<file path="config.mk">
export PLATFORM = sky130hd
export DESIGN_NAME = exec_sequencer
export DESIGN_NICKNAME = d
export VERILOG_FILES = /design/src/rtl/exec_seq_pkg.sv /design/src/rtl/exec_sequencer_down_counter.sv /design/src/rtl/exec_sequencer.sv
export SDC_FILE = /design/constraint.sdc
export NUM_CORES = 1
export LEC_CHECK = 0
export ABC_AREA = 1
export BUFFER_PORTS_ARGS = -buffer_cell sky130_fd_sc_hd__buf_4
export CAP_MARGIN = 0
export CORE_MARGIN = 5
export CORE_UTILIZATION = 53
export CTS_CLUSTER_SIZE = 12
export DETAILED_ROUTE_END_ITERATION = 6
export PLACE_DENSITY = 0.89
export SLEW_MARGIN = 25
export SYNTH_ARGS = -nofsm -noshare
export SYNTH_HDL_FRONTEND = slang
export SYNTH_SLANG_ARGS = --single-unit
</file>
<file path="constraint.sdc">
create_clock -name clk -period 2.15 [get_ports clk]
set_clock_uncertainty 0.05 [all_clocks]
set_input_delay 0.3225 -clock clk [delete_from_list [all_inputs] [get_ports clk]]
set_output_delay 0.3225 -clock clk [all_outputs]
set_load 0.03 [all_outputs]
</file>
<file path="src/rtl/exec_seq_pkg.sv">
// Shared definitions for the execute sequencer: FSM state encoding,
// exception cause codes, and the counter-width helper.
// No ports (package).
package exec_seq_pkg;

  typedef enum logic [1:0] {
    ST_IDLE  = 2'd0,
    ST_MUL   = 2'd1,
    ST_MEM   = 2'd2,
    ST_FLUSH = 2'd3
  } state_t;

  localparam logic [1:0] EXC_NONE  = 2'b00;
  localparam logic [1:0] EXC_UNDEF = 2'b01;
  localparam logic [1:0] EXC_SWI   = 2'b10;
  localparam logic [1:0] EXC_ABORT = 2'b11;

  // One extra bit over the largest count so the load value never truncates.
  function automatic int cnt_width(input int a, input int b);
    return $clog2((a > b) ? a : b) + 1;
  endfunction

endpackage

</file>
<file path="src/rtl/exec_sequencer_down_counter.sv">
// seq_down_counter: loadable down counter that saturates at zero, shared by
// the multiply-wait and flush-hold phases of the sequencer.
// Ports: clk, rst (async, active-high), load/load_val, dec, value, zero.
module seq_down_counter #(
  parameter int W = 3
) (
  input  logic         clk,
  input  logic         rst,
  input  logic         load,
  input  logic [W-1:0] load_val,
  input  logic         dec,
  output logic [W-1:0] value,
  output logic         zero
);

  always_ff @(posedge clk or posedge rst) begin
    if (rst) begin
      value <= '0;
    end else if (load) begin
      value <= load_val;
    end else if (dec && (value != '0)) begin
      value <= value - W'(1);
    end
  end

  assign zero = (value == '0);

endmodule

</file>
<file path="src/rtl/exec_sequencer.sv">
// exec_sequencer: issue/sequencing controller between decode and the execute
// units; fires ALU/multiplier/AHB, waits on multi-cycle units, strobes
// writeback, flushes on PC change and reports exception causes.
// Ports: clk, rst | decode handshake (dec_valid/dec_ready) + decoded fields |
//        ahb_done/ahb_err in | unit strobes, ahb_req/ahb_write, rf_wr_en,
//        pc_load/thumb_tgl, flush, exc_req/exc_type, busy out.
module exec_sequencer
  import exec_seq_pkg::*;
#(
  parameter int MUL_CYCLES   = 3,
  parameter int FLUSH_CYCLES = 2
) (
  input  logic       clk,
  input  logic       rst,
  input  logic       dec_valid,
  output logic       dec_ready,
  input  logic       cond_pass,
  input  logic       alu_en,
  input  logic       mul_en,
  input  logic       ahb_rd_en,
  input  logic       ahb_wr_en,
  input  logic       branch,
  input  logic       iset_switch,
  input  logic       swi,
  input  logic       undef,
  input  logic       ahb_done,
  input  logic       ahb_err,
  output logic       alu_fire,
  output logic       mul_start,
  output logic       ahb_req,
  output logic       ahb_write,
  output logic       rf_wr_en,
  output logic       pc_load,
  output logic       thumb_tgl,
  output logic       flush,
  output logic       exc_req,
  output logic [1:0] exc_type,
  output logic       busy
);

  localparam int CNT_W = cnt_width(MUL_CYCLES, FLUSH_CYCLES);
  localparam logic [CNT_W-1:0] MUL_LOAD   = CNT_W'(MUL_CYCLES - 1);
  localparam logic [CNT_W-1:0] FLUSH_LOAD = CNT_W'(FLUSH_CYCLES);

  state_t           state;
  logic             br_latched;
  logic             accept;
  logic             cnt_load;
  logic [CNT_W-1:0] cnt_val;
  logic             cnt_dec;
  logic [CNT_W-1:0] cnt_value;
  logic             cnt_zero;

  // Held low during reset so every output reads 0 while rst is asserted.
  assign dec_ready = (state == ST_IDLE) && !rst;
  assign accept    = dec_valid && (state == ST_IDLE);
  assign busy      = (state != ST_IDLE);

  // Counter control mirrors the state transitions below: it loads in the same
  // edge that enters MUL or FLUSH, so the loaded value is visible on entry.
  always_comb begin
    cnt_load = 1'b0;
    cnt_val  = '0;
    cnt_dec  = 1'b0;
    case (state)
      ST_IDLE: begin
        if (accept && cond_pass) begin
          if (undef || swi) begin
            cnt_load = 1'b1;
            cnt_val  = FLUSH_LOAD;
          end else if (ahb_rd_en || ahb_wr_en) begin
            cnt_load = 1'b0;
          end else if (mul_en) begin
            cnt_load = 1'b1;
            cnt_val  = MUL_LOAD;
          end else if (branch) begin
            cnt_load = 1'b1;
            cnt_val  = FLUSH_LOAD;
          end
        end
      end
      ST_MUL, ST_FLUSH: cnt_dec = 1'b1;
      ST_MEM: begin
        if (ahb_done && (ahb_err || (!ahb_write && br_latched))) begin
          cnt_load = 1'b1;
          cnt_val  = FLUSH_LOAD;
        end
      end
      default: cnt_dec = 1'b0;
    endcase
  end

  seq_down_counter #(.W(CNT_W)) u_cnt (
    .clk      (clk),
    .rst      (rst),
    .load     (cnt_load),
    .load_val (cnt_val),
    .dec      (cnt_dec),
    .value    (cnt_value),
    .zero     (cnt_zero)
  );

  always_ff @(posedge clk or posedge rst) begin
    if (rst) begin
      state      <= ST_IDLE;
      br_latched <= 1'b0;
      alu_fire   <= 1'b0;
      mul_start  <= 1'b0;
      ahb_req    <= 1'b0;
      ahb_write  <= 1'b0;
      rf_wr_en   <= 1'b0;
      pc_load    <= 1'b0;
      thumb_tgl  <= 1'b0;
      flush      <= 1'b0;
      exc_req    <= 1'b0;
      exc_type   <= EXC_NONE;
    end else begin
      alu_fire  <= 1'b0;
      mul_start <= 1'b0;
      rf_wr_en  <= 1'b0;
      pc_load   <= 1'b0;
      thumb_tgl <= 1'b0;
      exc_req   <= 1'b0;
      case (state)
        ST_IDLE: begin
          // A failed condition retires the instruction with no side effects.
          if (accept && cond_pass) begin
            if (undef) begin
              exc_req  <= 1'b1;
              exc_type <= EXC_UNDEF;
              pc_load  <= 1'b1;
              state    <= ST_FLUSH;
            end else if (swi) begin
              exc_req  <= 1'b1;
              exc_type <= EXC_SWI;
              pc_load  <= 1'b1;
              state    <= ST_FLUSH;
            end else if (ahb_rd_en || ahb_wr_en) begin
              ahb_req    <= 1'b1;
              ahb_write  <= ahb_wr_en;
              br_latched <= branch;
              state      <= ST_MEM;
            end else if (mul_en) begin
              mul_start <= 1'b1;
              state     <= ST_MUL;
            end else begin
              if (alu_en) begin
                alu_fire <= 1'b1;
                rf_wr_en <= 1'b1;
              end
              if (branch) begin
                pc_load   <= 1'b1;
                thumb_tgl <= iset_switch;
                state     <= ST_FLUSH;
              end
            end
          end
        end
        ST_MUL: begin
          // Writeback is raised on the decrement that reaches zero so it lands
          // in the last MUL cycle; a one-cycle multiply has no such decrement.
          if (cnt_zero) begin
            state <= ST_IDLE;
            if (MUL_CYCLES == 1) rf_wr_en <= 1'b1;
          end else if (cnt_value == CNT_W'(1)) begin
            rf_wr_en <= 1'b1;
          end
        end
        ST_MEM: begin
          if (ahb_done) begin
            ahb_req   <= 1'b0;
            ahb_write <= 1'b0;
            if (ahb_err) begin
              exc_req  <= 1'b1;
              exc_type <= EXC_ABORT;
              pc_load  <= 1'b1;
              state    <= ST_FLUSH;
            end else if (!ahb_write) begin
              rf_wr_en <= 1'b1;
              if (br_latched) begin
                pc_load <= 1'b1;
                state   <= ST_FLUSH;
              end else begin
                state <= ST_IDLE;
              end
            end else begin
              state <= ST_IDLE;
            end
          end
        end
        ST_FLUSH: begin
          // The entry cycle carries pc_load; flush follows for the loaded count.
          flush <= !cnt_zero;
          if (cnt_zero) state <= ST_IDLE;
        end
        default: state <= ST_IDLE;
      endcase
    end
  end

endmodule

</file>
Word level (Yosys, flattened, before mapping)
Cells that the tools add are included.
{"block": "totals", "ff_bits": 17, "input_bits": 14, "word_cells": 140}
{"block": "op_classes", "addsub": 1, "eq_ne": 13, "n_mux": 88, "bitwise_logic": 2, "reduce_logical": 23}
{"operator": "two-way mux 1 bit", "n": 55}
{"operator": "two-way mux 2 bit", "n": 22}
{"operator": "one-hot mux 1 bit (2 select lines)", "n": 5}
{"operator": "AND reduction 5 bit", "n": 2}
{"operator": "inequality test 2 bit (second input constant)", "n": 4}
{"operator": "one-hot mux 2 bit (2 select lines)", "n": 2}
{"operator": "logical AND 1 bit", "n": 6}
{"operator": "two-way mux 3 bit", "n": 2}
{"operator": "inequality test 2 x 1 -> 1 bit (second input constant)", "n": 3}
{"operator": "inequality test 6 x 5 -> 1 bit (second input constant)", "n": 1}
{"operator": "one-hot mux 2 bit (3 select lines)", "n": 1}
{"operator": "AND reduction 6 bit", "n": 1}
{"operator": "nonzero test 2 bit", "n": 3}
{"operator": "equality test 2 bit (second input constant)", "n": 2}
{"operator": "AND reduction 4 bit", "n": 1}
{"operator": "equality test 3 x 1 -> 1 bit (second input constant)", "n": 1}
{"operator": "logical NOT 1 bit", "n": 3}
{"operator": "logical NOT 3 bit", "n": 1}
{"operator": "logical OR 1 bit", "n": 3}
{"operator": "inequality test 3 bit (second input constant)", "n": 1}
{"operator": "one-hot mux 1 bit (3 select lines)", "n": 1}
{"operator": "nonzero test 3 bit", "n": 1}
{"operator": "subtractor 3 x 1 -> 3 bit (second input constant)", "n": 1}
{"operator": "equality test 2 x 1 -> 1 bit (second input constant)", "n": 1}
{"operator": "3 further kinds", "n": 4}

Depth between registers and ports, before layout
Gate-level depths: netlist (run 1).
{"block": "logic_depth", "word_depth": 7, "ltp_mapped": 9}

Cells and area by module
From an unflattened synthesis (run 1), not the netlist that was laid out.
{"block": "hier_totals", "cells_unflattened": 127, "hier_area_um2": 975.9}
{"mod": "exec_sequencer", "instances": 1, "cells_each": 99, "area_each_um2": 779.5, "seq_area_each_um2": 350.3}
{"mod": "seq_down_counter", "instances": 1, "cells_each": 28, "area_each_um2": 196.4, "seq_area_each_um2": 75.1}

Least setup slack after synthesis (run 1)
OpenSTA, ideal clock, no wires.
{"block": "synth_timing", "kind": "register to output", "start": "register state[0]", "end": "output port dec_ready", "arrival_ns": 1.104, "required_time_ns": 1.778, "setup_slack_ns": 0.673, "path_stages_with_launch": 4, "path_buffers": 0, "cell_sequence": "dfrtp_1 -> inv_4 -> nand2_4 -> nor2_1"}
{"block": "synth_via", "elab_chain_cells": 2}
{"item": "start: declaration", "line_no": "exec_sequencer.sv:45", "rtl": "state_t state;"}
{"item": "start signal: assignment", "line_no": "exec_sequencer.sv:105", "rtl": "state <= ST_IDLE;"}
{"item": "start signal: assignment", "line_no": "exec_sequencer.sv:132", "rtl": "state <= ST_FLUSH;"}
{"item": "start signal: assignment", "line_no": "exec_sequencer.sv:137", "rtl": "state <= ST_FLUSH;"}
{"item": "logical NOT 2 bit", "line_no": "exec_sequencer.sv:55", "rtl": "assign dec_ready = (state == ST_IDLE) && !rst;"}
{"item": "logical AND 1 bit", "line_no": "exec_sequencer.sv:55"}
{"item": "end: declaration", "line_no": "exec_sequencer.sv:16", "rtl": "output logic dec_ready,"}
Every way passes these cells.

Worst setup path after layout (run 1)
Ends and elaborated chain as after synthesis.

==> key figures, run 1 <==
Finish
  – Post-route design area: 1157 µm²
  – Diode count: 0
  – Number of fill cells in the layout: 134
  – Fin nets: 159
  – Share of cells above drive strength 1: 0.3121
  – Most frequent cells in the layout: nand2_1 (30), buf_4 (26), dfrtp_1 (17)
  – Commonest non-fill, non-tap cell in the layout: nand2_1
  – Fin cells: 158
  – Area grow syn2layout: 26.71%

Worst hold path
  – HP Class: input port to async pin

Clock tree
  – Clock Tree Root: clkbuf_4
  – Worst-path clk slew: 110 ps
  – Clock buffer count from CTS: 3
  – Post-CTS Resized: 0
  – Clock latency on the worst-skew pair: 300 ps
  – Post-CTS Hold Buffers: 0
  – Clock Sinks: 17
  – CTS H-Tree Depth: 1
  – CTS tree: done
  – Postcts setup bufs: 0
  – Worst-case clock buffer depth: 2

Worst setup path
  – CP arrival: 1270 ps
  – Setup CP Type: flop to primary output
  – CP required: 1780 ps
  – Nature of the critical path endpoint: primary output
  – CP top delay family: flip-flops
  – Reg2Reg Launch Point: u_cnt.value[0]$_DFFE_PP0P_
  – Cells along the critical path: inv_4, nand2_4, nor2_1, buf_4
  – Reg-to-reg endpoint: state[1]$_DFFE_PP0P_
  – Slowest stage delay, CP: 510 ps
  – Worst r2r path cells: 9
  – Max Fanout on Critical Path: 6
  – CP Buf/Inv Count: 2
  – Crit start category: flop
  – Critical-path top delay cell: dfrtp_1
  – Worst R2R Setup Slack: 660 ps

Global route
  – Global-route wire length before repair: 3567 µm
  – Vias in the first global route: around 850
  – Largest net degree at the start of global routing: 18
  – Antenna violations before repair: 0
  – Global route total overflow: 0
  – Global Route Usage Sum: 0.1832

STA
  – Final worst path period need: 1646 ps
  – Slew margin rel.: 0.5718
  – Slew @ Worst Pin: 641.5 ps
  – Final setup margin: 503.8 ps
  – RSZ-0062 raised after global routing: false
  – Slew Viols, Final: 0
  – Fmax: between 600 and 700 MHz
  – Final period utilization: 0.7657
  – Hold WS: 52.83 ps
  – Setup TNS: 0 ps
  – Final setup fails: 0
  – Final Hold Viols: 0

Place
  – Placed cell areas: ~1100 µm²
  – Dpl cells: 154
  – HPWL Detailed: 1660 µm
  – Place WS: 683.0 ps
  – Routability cong.: 0.7866
  – Port buffer count: 26

Detailed routing
  – Routed len/inst: ~13 µm
  – Pre-antenna DRT Iters: 4
  – DRC errors left: 0
  – Routed WL: between 2000 and 2500 µm
  – Initial DRC Count: 13
  – Routed Antenna Nets: 0
  – DR vias: 857
  – Vias per cell: roughly 5.4

Floorplanning
  – Row count: 15
  – Die height: ~52 µm
  – Initial cell density of the core: 0.5407
  – Die area: about 2700 µm²
  – Core footprint: 1689 µm²
  – DIE WIDTH: around 52 µm
  – IO Pins: 27

Pwr
  – Total net switching power: 0.6810 mW
  – Lkg Pwr: 0.6320 nW
  – Clock power frac: 0.123
  – PwrDens: roughly 1300 nW/µm²
  – Sw Ratio: 0.4686
  – Sequential Power Share: 0.355
  – Logic pwr share: 0.522
  – Int Power: 0.7723 mW
  – Max VDD drop: 0.5849 mV

Yosys
  – #FFs+latches synth: 17
  – Synthesized instance count: 111
  – Post-synth top area share: 0.4658
  – Synth area leader: dfrtp_1
  – Synth top area cells: dfrtp_1 (47%), nand2_1 (12%), nand3_1 (6.0%)
  – Sequential area share after synthesis: 0.4658
  – Synthesized area per cell: 8.229 µm²
  – Syn_nets: 128
  – Yosys warns: 0
  – Synth Cell Area: 913.4 µm²
  – Distinct cells, synth: 23

Run status
  – Outcome: complete, no violations

Run
  – Max_cap viols: 0
==> power groups by stage <==
stage	logic (mW)	clock network [mW]	registers, mW
after global placement	0.732	0	0.515
after floorplan	0.427	0	0.619
final	0.758	0.179	0.516
after detailed placement	0.762	0	0.521
after CTS	0.764	0.178	0.515
after global routing	0.849	0.189	0.528
==> worst max-delay path by stage <==
stage	end	slack, ps	depth (start not counted)	start
after floorplan	dec_ready	670	3	state[0]$_DFFE_PP0P_
after global placement	state[1]$_DFFE_PP0P_	750	9	u_cnt.value[0]$_DFFE_PP0P_
after detailed placement	state[1]$_DFFE_PP0P_	680	9	u_cnt.value[0]$_DFFE_PP0P_
after CTS	dec_ready	510	4	state[0]$_DFFE_PP0P_
after global routing	dec_ready	430	4	state[0]$_DFFE_PP0P_
final	dec_ready	500	4	state[0]$_DFFE_PP0P_
==> cell usage after synthesis <==
cell type and n:
a21oi_1 1, a31oi_1 1, dfrtp_1 17, ha_1 3
inv_1 13, inv_2 2, inv_4 1, nand2_1 30
nand2_2 2, nand2_4 1, nand3_1 11, nand3_2 2
nand3b_1 1, nand4_1 4, nor2_1 7, nor2_2 2
nor2_4 3, nor4_1 1, o2111ai_1 1, o21ai_0 4
o21ai_1 2, o21ai_2 1, or2_0 1
==> cell families after synthesis <==
kind of cell,Yosys count,share of synthesized area
adder cells (fa/ha/maj),3,0.04110
buffers and inverters,16,0.06850
AND/OR/NAND/NOR,65,0.3603
flip-flops,17,0.4658
AO/OA/AOI/OAI,10,0.06439
==> stage by stage <==
stage	util	power, mW
after global routing	0.6852	1.566
after CTS	0.6852	1.457
after floorplan	-	1.045
final	0.6852	1.453
after detailed placement	0.6689	1.283
after global placement	0.6689	1.247
==> final cells by class <==
cell class,instances,area [µm²],area share
well taps,17,21.27,0.01838
inverters,16,62.56,0.05405
clock buffers,3,22.52,0.01946
clock inverters,1,5.005,0.004324
multi-input cells,78,425.4,0.3676
repair buffers,26,195.2,0.1686
flip-flops and latches,17,425.4,0.3676
==> state kept, by name, indices dropped and copies added, names as in the netlist <==
| signal | cells |
|---|---|
| u_cnt.value | 3 |
| pc_load | 1 |
| ahb_req | 1 |
| alu_fire | 1 |
| ahb_write | 1 |
| mul_start | 1 |
| exc_req | 1 |
| state | 2 |
| rf_wr_en | 1 |
| flush | 1 |
| br_latched | 1 |
| thumb_tgl | 1 |
| exc_type | 2 |
==> worst register-to-register path, delay by kind of cell, from the launching register on <==
kind | cells | cell delay, ps
fa+ha+maj | 2 | 410
flops | 1 | 390
simple gates | 5 | 390
buf+inv | 2 | 150
==> metal layers <==
layer	routed length (µm)	track usage
met2	1072	0.3114
met4	47	0.1092
met5	0	0
met3	119	0.03725
met1	852	0.2106
Note: power is estimated with default switching activity, not from simulation.
==> run 2: changes to the inputs <==
--- a/config.mk
+++ b/config.mk
@@ -9,10 +9,10 @@
 export BUFFER_PORTS_ARGS = -buffer_cell sky130_fd_sc_hd__buf_4
 export CAP_MARGIN = 0
 export CORE_MARGIN = 5
-export CORE_UTILIZATION = 53
+export CORE_UTILIZATION = 49
 export CTS_CLUSTER_SIZE = 12
 export DETAILED_ROUTE_END_ITERATION = 6
-export PLACE_DENSITY = 0.89
+export PLACE_DENSITY = 0.83
 export SLEW_MARGIN = 25
 export SYNTH_ARGS = -nofsm -noshare
 export SYNTH_HDL_FRONTEND = slang
==> constraint.sdc (replaced) <==
create_clock -name clk -period 1.6 [get_ports clk]
set_clock_uncertainty 0.05 [all_clocks]
set_input_delay 0.24 -clock clk [delete_from_list [all_inputs] [get_ports clk]]
set_output_delay 0.24 -clock clk [all_outputs]
set_load 0.03 [all_outputs]
==> key figures, run 2 (synthesis results as in run 1) <==
Run status
  – Outcome: complete, no violations

Worst setup path
  – Nature of the critical path endpoint: primary output
  – Crit start category: flop
  – Worst r2r path cells: 7 (-2)
  – Slowest stage delay, CP: 440 ps (-70 ps)
  – Cells along the critical path: inv_2, nand2_4, nor2_1, buf_4
  – CP Buf/Inv Count: 2 (unchanged)
  – Max Fanout on Critical Path: 5 (-1)
  – Setup CP Type: flop to primary output
  – Critical-path top delay cell: dfrtp_1
  – CP arrival: 1220 ps (-50 ps)
  – CP required: 1310 ps (-470 ps)
  – Reg2Reg Launch Point: u_cnt.value[0]$_DFFE_PP0P_
  – Reg-to-reg endpoint: u_cnt.value[2]$_DFFE_PP0P_
  – CP top delay family: flip-flops
  – Worst R2R Setup Slack: 120 ps (-540 ps)

Pwr
  – PwrDens: 1653 nW/µm² (+32%)
  – Power Total: 1.959 mW (+35%)
  – Max VDD drop: 0.8503 mV (+45%)
  – Lkg Pwr: 0.6374 nW (+0.84%)

Floorplanning
  – DIE WIDTH: 53.18 µm (+3.2%)
  – Core footprint: 1745 µm² (+3.3%)
  – Initial cell density of the core: 0.5233 (-0.01744)
  – Die area: 2828 µm² (+6.5%)
  – IO Pins: 27 (unchanged)
  – Die height: 53.18 µm (+3.2%)
  – Row count: 15 (unchanged)

Clock tree
  – Worst-case clock buffer depth: 2 (unchanged)
  – Clock latency on the worst-skew pair: 290 ps (about the same)
  – Worst-path clk slew: 90 ps (-20 ps)
  – CTS H-Tree Depth: 1 (unchanged)
  – CTS tree: done
  – Clock Tree Root: clkbuf_4
  – Clock Sinks: 17 (unchanged)
  – Clock buffer count from CTS: 3 (unchanged)

Place
  – Routability cong.: 0.7745 (-1.5%)
  – HPWL Detailed: 1571 µm (-5.3%)
  – Port buffer count: 26 (unchanged)

Detailed routing
  – Initial DRC Count: 11 (-2)
  – Routed Antenna Nets: 0 (unchanged)
  – Routed len/inst: 12.00 µm (-9.3%)
  – Routed WL: 2016 µm (-3.6%)
  – DR vias: 850 (-0.82%)
  – Vias per cell: 5.060 (-6.7%)
  – DRC errors left: 0 (unchanged)
  – Pre-antenna DRT Iters: 4 (unchanged)

STA
  – Final period utilization: 0.9417
  – Final setup fails: 0 (unchanged)
  – Final worst path period need: between 1500 and 2000 ps
  – Final Hold Viols: 0 (unchanged)
  – Slew margin rel.: 0.5846 (+0.01280)
  – Slew Viols, Final: 0 (unchanged)
  – Setup TNS: 0 ps (unchanged)
  – Fmax: 663.7 MHz
  – Hold WS: 134.7 ps (+81.87 ps)
  – Slew @ Worst Pin: 622.4 ps (-19.19 ps)

Finish
  – Fin nets: 161 (+1.3%)
  – Commonest non-fill, non-tap cell in the layout: nand2_1
  – Largest registers: u_cnt.value: 3 flops, exc_type: 2 flops, state: 2 flops
  – Diode count: 0 (unchanged)
  – Max reg flops: 3 (unchanged)
  – Most frequent cells in the layout: nand2_1 (30), buf_4 (27), dfrtp_1 (16)
  – Area grow syn2layout: 29.73%
  – Biggest register: u_cnt.value
  – Share of cells above drive strength 1: 0.3147 (+0.002629)

Worst hold path
  – HP Class: input port to flop
  – Worst Min Path Start: undef
  – WHS Endpoint: exc_type[0]$_DFFE_PP0P_
  – Depth of the worst hold-timing path: 3

Global route
  – Global route total overflow: 0 (unchanged)
  – Antenna violations before repair: 0 (unchanged)
  – Vias in the first global route: 860 (+0.94%)
  – Largest net degree at the start of global routing: 18 (unchanged)
  – Global-route wire length before repair: 3567 µm (unchanged)
  – Global Route Usage Sum: 0.1766 (-0.006575)

Run
  – Max_cap viols: 0 (unchanged)
## run 2: cell count changes in the layout (fill, tap and decap cells not counted), sizes merged
cell / before / now
dlygate4sd3: 0 / 1
clkbuf: 3 / 4
clkinv: 1 / 0
buf: 26 / 27
## run 2: metal layers
| layer | share of wire | vias to the layer above | track usage |
|---|---|---|---|
| li1 | - | 424 | - |
| met1 | 0.42 | 389 | 0.2014 |
| met2 | 0.49 | 33 | 0.3017 |
| met3 | 0.070 | 4 | 0.02254 |
| met4 | 0.025 | 0 | 0.1234 |
| met5 | 0 | - | 0 |
## run 2: timing repair
action                                  4_1_cts  5_1_grt
gates resized for setup                       0        1
hold endpoints to repair                     17        0
hold buffers                                  1        0
setup buffers                                 0        1
endpoints found under the setup margin        0        2
## run 2: layout make-up
| type | count | area (µm²) |
|---|---|---|
| fill | 138 | 560.5 |
| timing repair buffer | 28 | 212.7 |
| clock buffer | 4 | 26.28 |
| tap | 25 | 31.28 |
| multi-input combinational | 78 | 425.4 |
| sequential | 17 | 426.7 |
| inverter | 16 | 62.56 |
## run 2: tightest hold or removal path: cells and delay by family
kind	cells	cell delay (ps)
AND/OR/NAND/NOR	1	50
buffers and inverters	1	100
AO/OA/AOI/OAI	1	50
## run 2: through the flow
stage                 util  worst slack [ps]  instance area [µm²]  instances
global placement    0.6530             204.6                 1140        162
finish              0.6789             93.29                 1185        168
CTS                 0.6738             56.42                 1176        167
global route        0.6789            -5.879                 1185        168
detailed placement  0.6530             147.0                 1140        162
floorplan                -             205.9                913.4        111
## run 2: report_power, final
group,switching [mW],leakage (nW),internal (mW)
Combinational,0.651,0.403,0.385
Sequential,0.114,0.219,0.580
Clock,0.132,0.0150,0.0970
## run 2: worst max-delay path by stage
stage                            to  cells past startpoint  slack, ps                       start
2_1_floorplan             dec_ready                      3        210        state[0]$_DFFE_PP0P_
3_3_place_gp   state[1]$_DFFE_PP0P_                      9        200  u_cnt.value[0]$_DFFE_PP0P_
3_5_place_dp   state[1]$_DFFE_PP0P_                      9        150  u_cnt.value[0]$_DFFE_PP0P_
4_1_cts                   dec_ready                      4         60        state[0]$_DFFE_PP0P_
5_1_grt        state[1]$_DFFE_PP0P_                      9         -6  u_cnt.value[0]$_DFFE_PP0P_
6_report                  dec_ready                      4         90        state[1]$_DFFE_PP0P_
==> run 3: changes to the inputs <==
--- a/config.mk
+++ b/config.mk
@@ -12,7 +12,7 @@
 export CORE_UTILIZATION = 49
 export CTS_CLUSTER_SIZE = 12
 export DETAILED_ROUTE_END_ITERATION = 6
-export PLACE_DENSITY = 0.83
+export PLACE_DENSITY = 0.76
 export SLEW_MARGIN = 25
 export SYNTH_ARGS = -nofsm -noshare
 export SYNTH_HDL_FRONTEND = slang
==> key figures, run 3 (synthesis results as in run 1) <==
STA
  – RSZ-0062 raised after global routing: false
  – Slew Viols, Final: 0 (unchanged)
  – Setup TNS: 0 ps (unchanged)
  – Slew margin rel.: 0.5687 (-0.01591)
  – Final setup fails: 0 (unchanged)
  – Final worst path period need: 1537 ps (+29.90 ps)
  – Hold WS: -16.04 ps (-150.7 ps)
  – Fmax: 650.8 MHz (-1.9%)
  – Final Hold Viols: 17 (+17)
  – Final period utilization: 0.9604 (+0.01868)
  – Slew @ Worst Pin: 646.2 ps (+23.84 ps)

Detailed routing
  – Vias per cell: 5.229 (+3.3%)
  – Pre-antenna DRT Iters: 4 (unchanged)
  – Met3 WL: 184 µm (+30%)
  – DRC errors left: 0 (unchanged)
  – Top routing layer used: met4
  – DR vias: 868 (+2.1%)
  – Met2 wire len: 1028 µm (+5.0%)
  – Routed Antenna Nets: 0 (unchanged)
  – Initial DRC Count: 26 (+15)
  – Metal-1 WL: 892 µm (+5.8%)
  – Routed len/inst: 12.93 µm (+7.7%)
  – Routed WL: 2146 µm (+6.4%)

Finish
  – Fin nets: 159 (-1.2%)
  – Largest registers: u_cnt.value: 3 flops, exc_type: 2 flops, state: 2 flops
  – Number of fill cells in the layout: 147 (+6.5%)
  – Commonest non-fill, non-tap cell in the layout: nand2_1
  – Diode count: 0 (unchanged)
  – Max reg flops: 3 (unchanged)
  – Share of cells above drive strength 1: 0.3191 (+0.004464)
  – Area grow syn2layout: 28.22%
  – Biggest register: u_cnt.value
  – Multi-input logic area: 425.4 µm² (unchanged)
  – Post-route design area: 1171 µm² (-1.2%)
  – FF/Latch Area: 426.7 µm² (unchanged)
  – Most frequent cells in the layout: nand2_1 (30), buf_4 (26), dfrtp_1 (16)

Global route
  – Antenna violations before repair: 0 (unchanged)
  – Global-route wire length before repair: 3525 µm (-1.2%)
  – Global Route Usage Sum: 0.1731 (-0.003487)
  – Vias in the first global route: 799 (-7.1%)
  – Global route total overflow: 0 (unchanged)
  – Largest net degree at the start of global routing: 18 (unchanged)

Pwr
  – Lkg Pwr: 0.6315 nW (-0.92%)
  – Max VDD drop: 0.7352 mV (-14%)
  – PwrDens: 1674 nW/µm² (+1.3%)

Floorplanning
  – Die area: 2828 µm² (unchanged)
  – IO Pins: 27 (unchanged)
  – Core footprint: 1745 µm² (unchanged)
  – Row count: 15 (unchanged)
  – DIE WIDTH: 53.18 µm (unchanged)
  – Initial cell density of the core: 0.5233 (unchanged)
  – Die height: 53.18 µm (unchanged)

Worst hold path
  – HP Class: input port to async pin

Worst setup path
  – Max Fanout on Critical Path: 5 (unchanged)
  – Setup CP Type: flop to primary output
  – Crit start category: flop
  – CP required: 1310 ps (about the same)
  – CP arrival: 1250 ps (+30 ps)
  – Nature of the critical path endpoint: primary output

Run status
  – Failing checks: hold timing
  – Outcome: finished, violations left

Clock tree
  – CTS tree: done
  – Clock Sinks: 17 (unchanged)
  – Clock Tree Root: clkbuf_4
  – Postcts setup bufs: 0 (unchanged)
  – Clock latency on the worst-skew pair: 290 ps (about the same)
  – Worst-case clock buffer depth: 2 (unchanged)
  – CTS H-Tree Depth: 1 (unchanged)
  – Worst-path clk slew: 100 ps (about the same)
  – Clock buffer count from CTS: 3 (unchanged)

Place
  – HPWL Detailed: 1635 µm (+4.0%)
  – Placed cell areas: 1140 µm² (unchanged)
  – Port buffer count: 26 (unchanged)
  – Routability cong.: 0.7888 (+1.8%)

Run
  – Max_cap viols: 0 (unchanged)
-- run 3: cell count changes in the layout (fill, tap and decap cells not counted) --
cell	change
clkinv_2	+1
inv_4	+1
buf_4	-1
clkbuf_1	-1
inv_2	-1
dlygate4sd3_1	-1
-- run 3: what timing repair did --
action,4_1_cts,5_1_grt
gates resized for setup,0,2
hold buffers,0,0
setup endpoints to repair,0,1
-- run 3: routing by layer --
metal / track usage / up-vias
li1: - / 424
met1: 0.2014 / 392
met2: 0.3120 / 45
met3: 0.03099 / 7
met4: 0.06383 / 0
met5: 0 / -
-- run 3: path summary, 6_finish.rpt --
check                                            from                       to  slack (ps)  cells past startpoint
max                              state[1]$_DFFE_PP0P_                dec_ready          60                      4
min                                               rst  exc_type[0]$_DFFE_PP0P_         -20                      2
max reg2reg                u_cnt.value[0]$_DFFE_PP0P_     state[1]$_DFFE_PP0P_         110                      9
min reg2reg                       ahb_req$_DFFE_PP0P_      ahb_req$_DFFE_PP0P_         440                      2
max in group asynchronous                         rst     state[0]$_DFFE_PP0P_        1060                      2
min in group clk                                undef  exc_type[0]$_DFFE_PP0P_         130                      3
-- run 3: power breakdown --
group	switching [mW]	total [mW]	internal (mW)
Combinational	0.654	1.03	0.371
Clock	0.137	0.230	0.0929
Sequential	0.126	0.706	0.579
Total	0.918	1.96	1.04
-- run 3: critical path: stages (launching register included) --
cell and delay (ps):
dfrtp_1 480, inv_4 140, nand2_4 80, nor2_1 100
buf_4 170
-- run 3: area by class of cell --
type | instances | area share
Sequential cell | 17 | 0.3643
Multi-Input combinational cell | 78 | 0.3632
Inverter | 16 | 0.05556
Tap cell | 25 | 0.02671
Clock inverter | 1 | 0.004274
Timing Repair Buffer | 26 | 0.1667
Clock buffer | 3 | 0.01923
-- run 3: stage by stage --
stage                     utilization  std cells  total power, mW  setup WS (ps)  hold slack, ps
after detailed placement       0.6530        162            1.722          152.4           318.6
after global routing           0.6710        166            2.112          7.921           55.12
after floorplan                     -        111            1.405          205.9           116.1
final                          0.6710        166            1.961          63.40          -16.04
after global placement         0.6530        162            1.686          200.4           316.0
after CTS                      0.6688        166            1.954          34.23           2.375
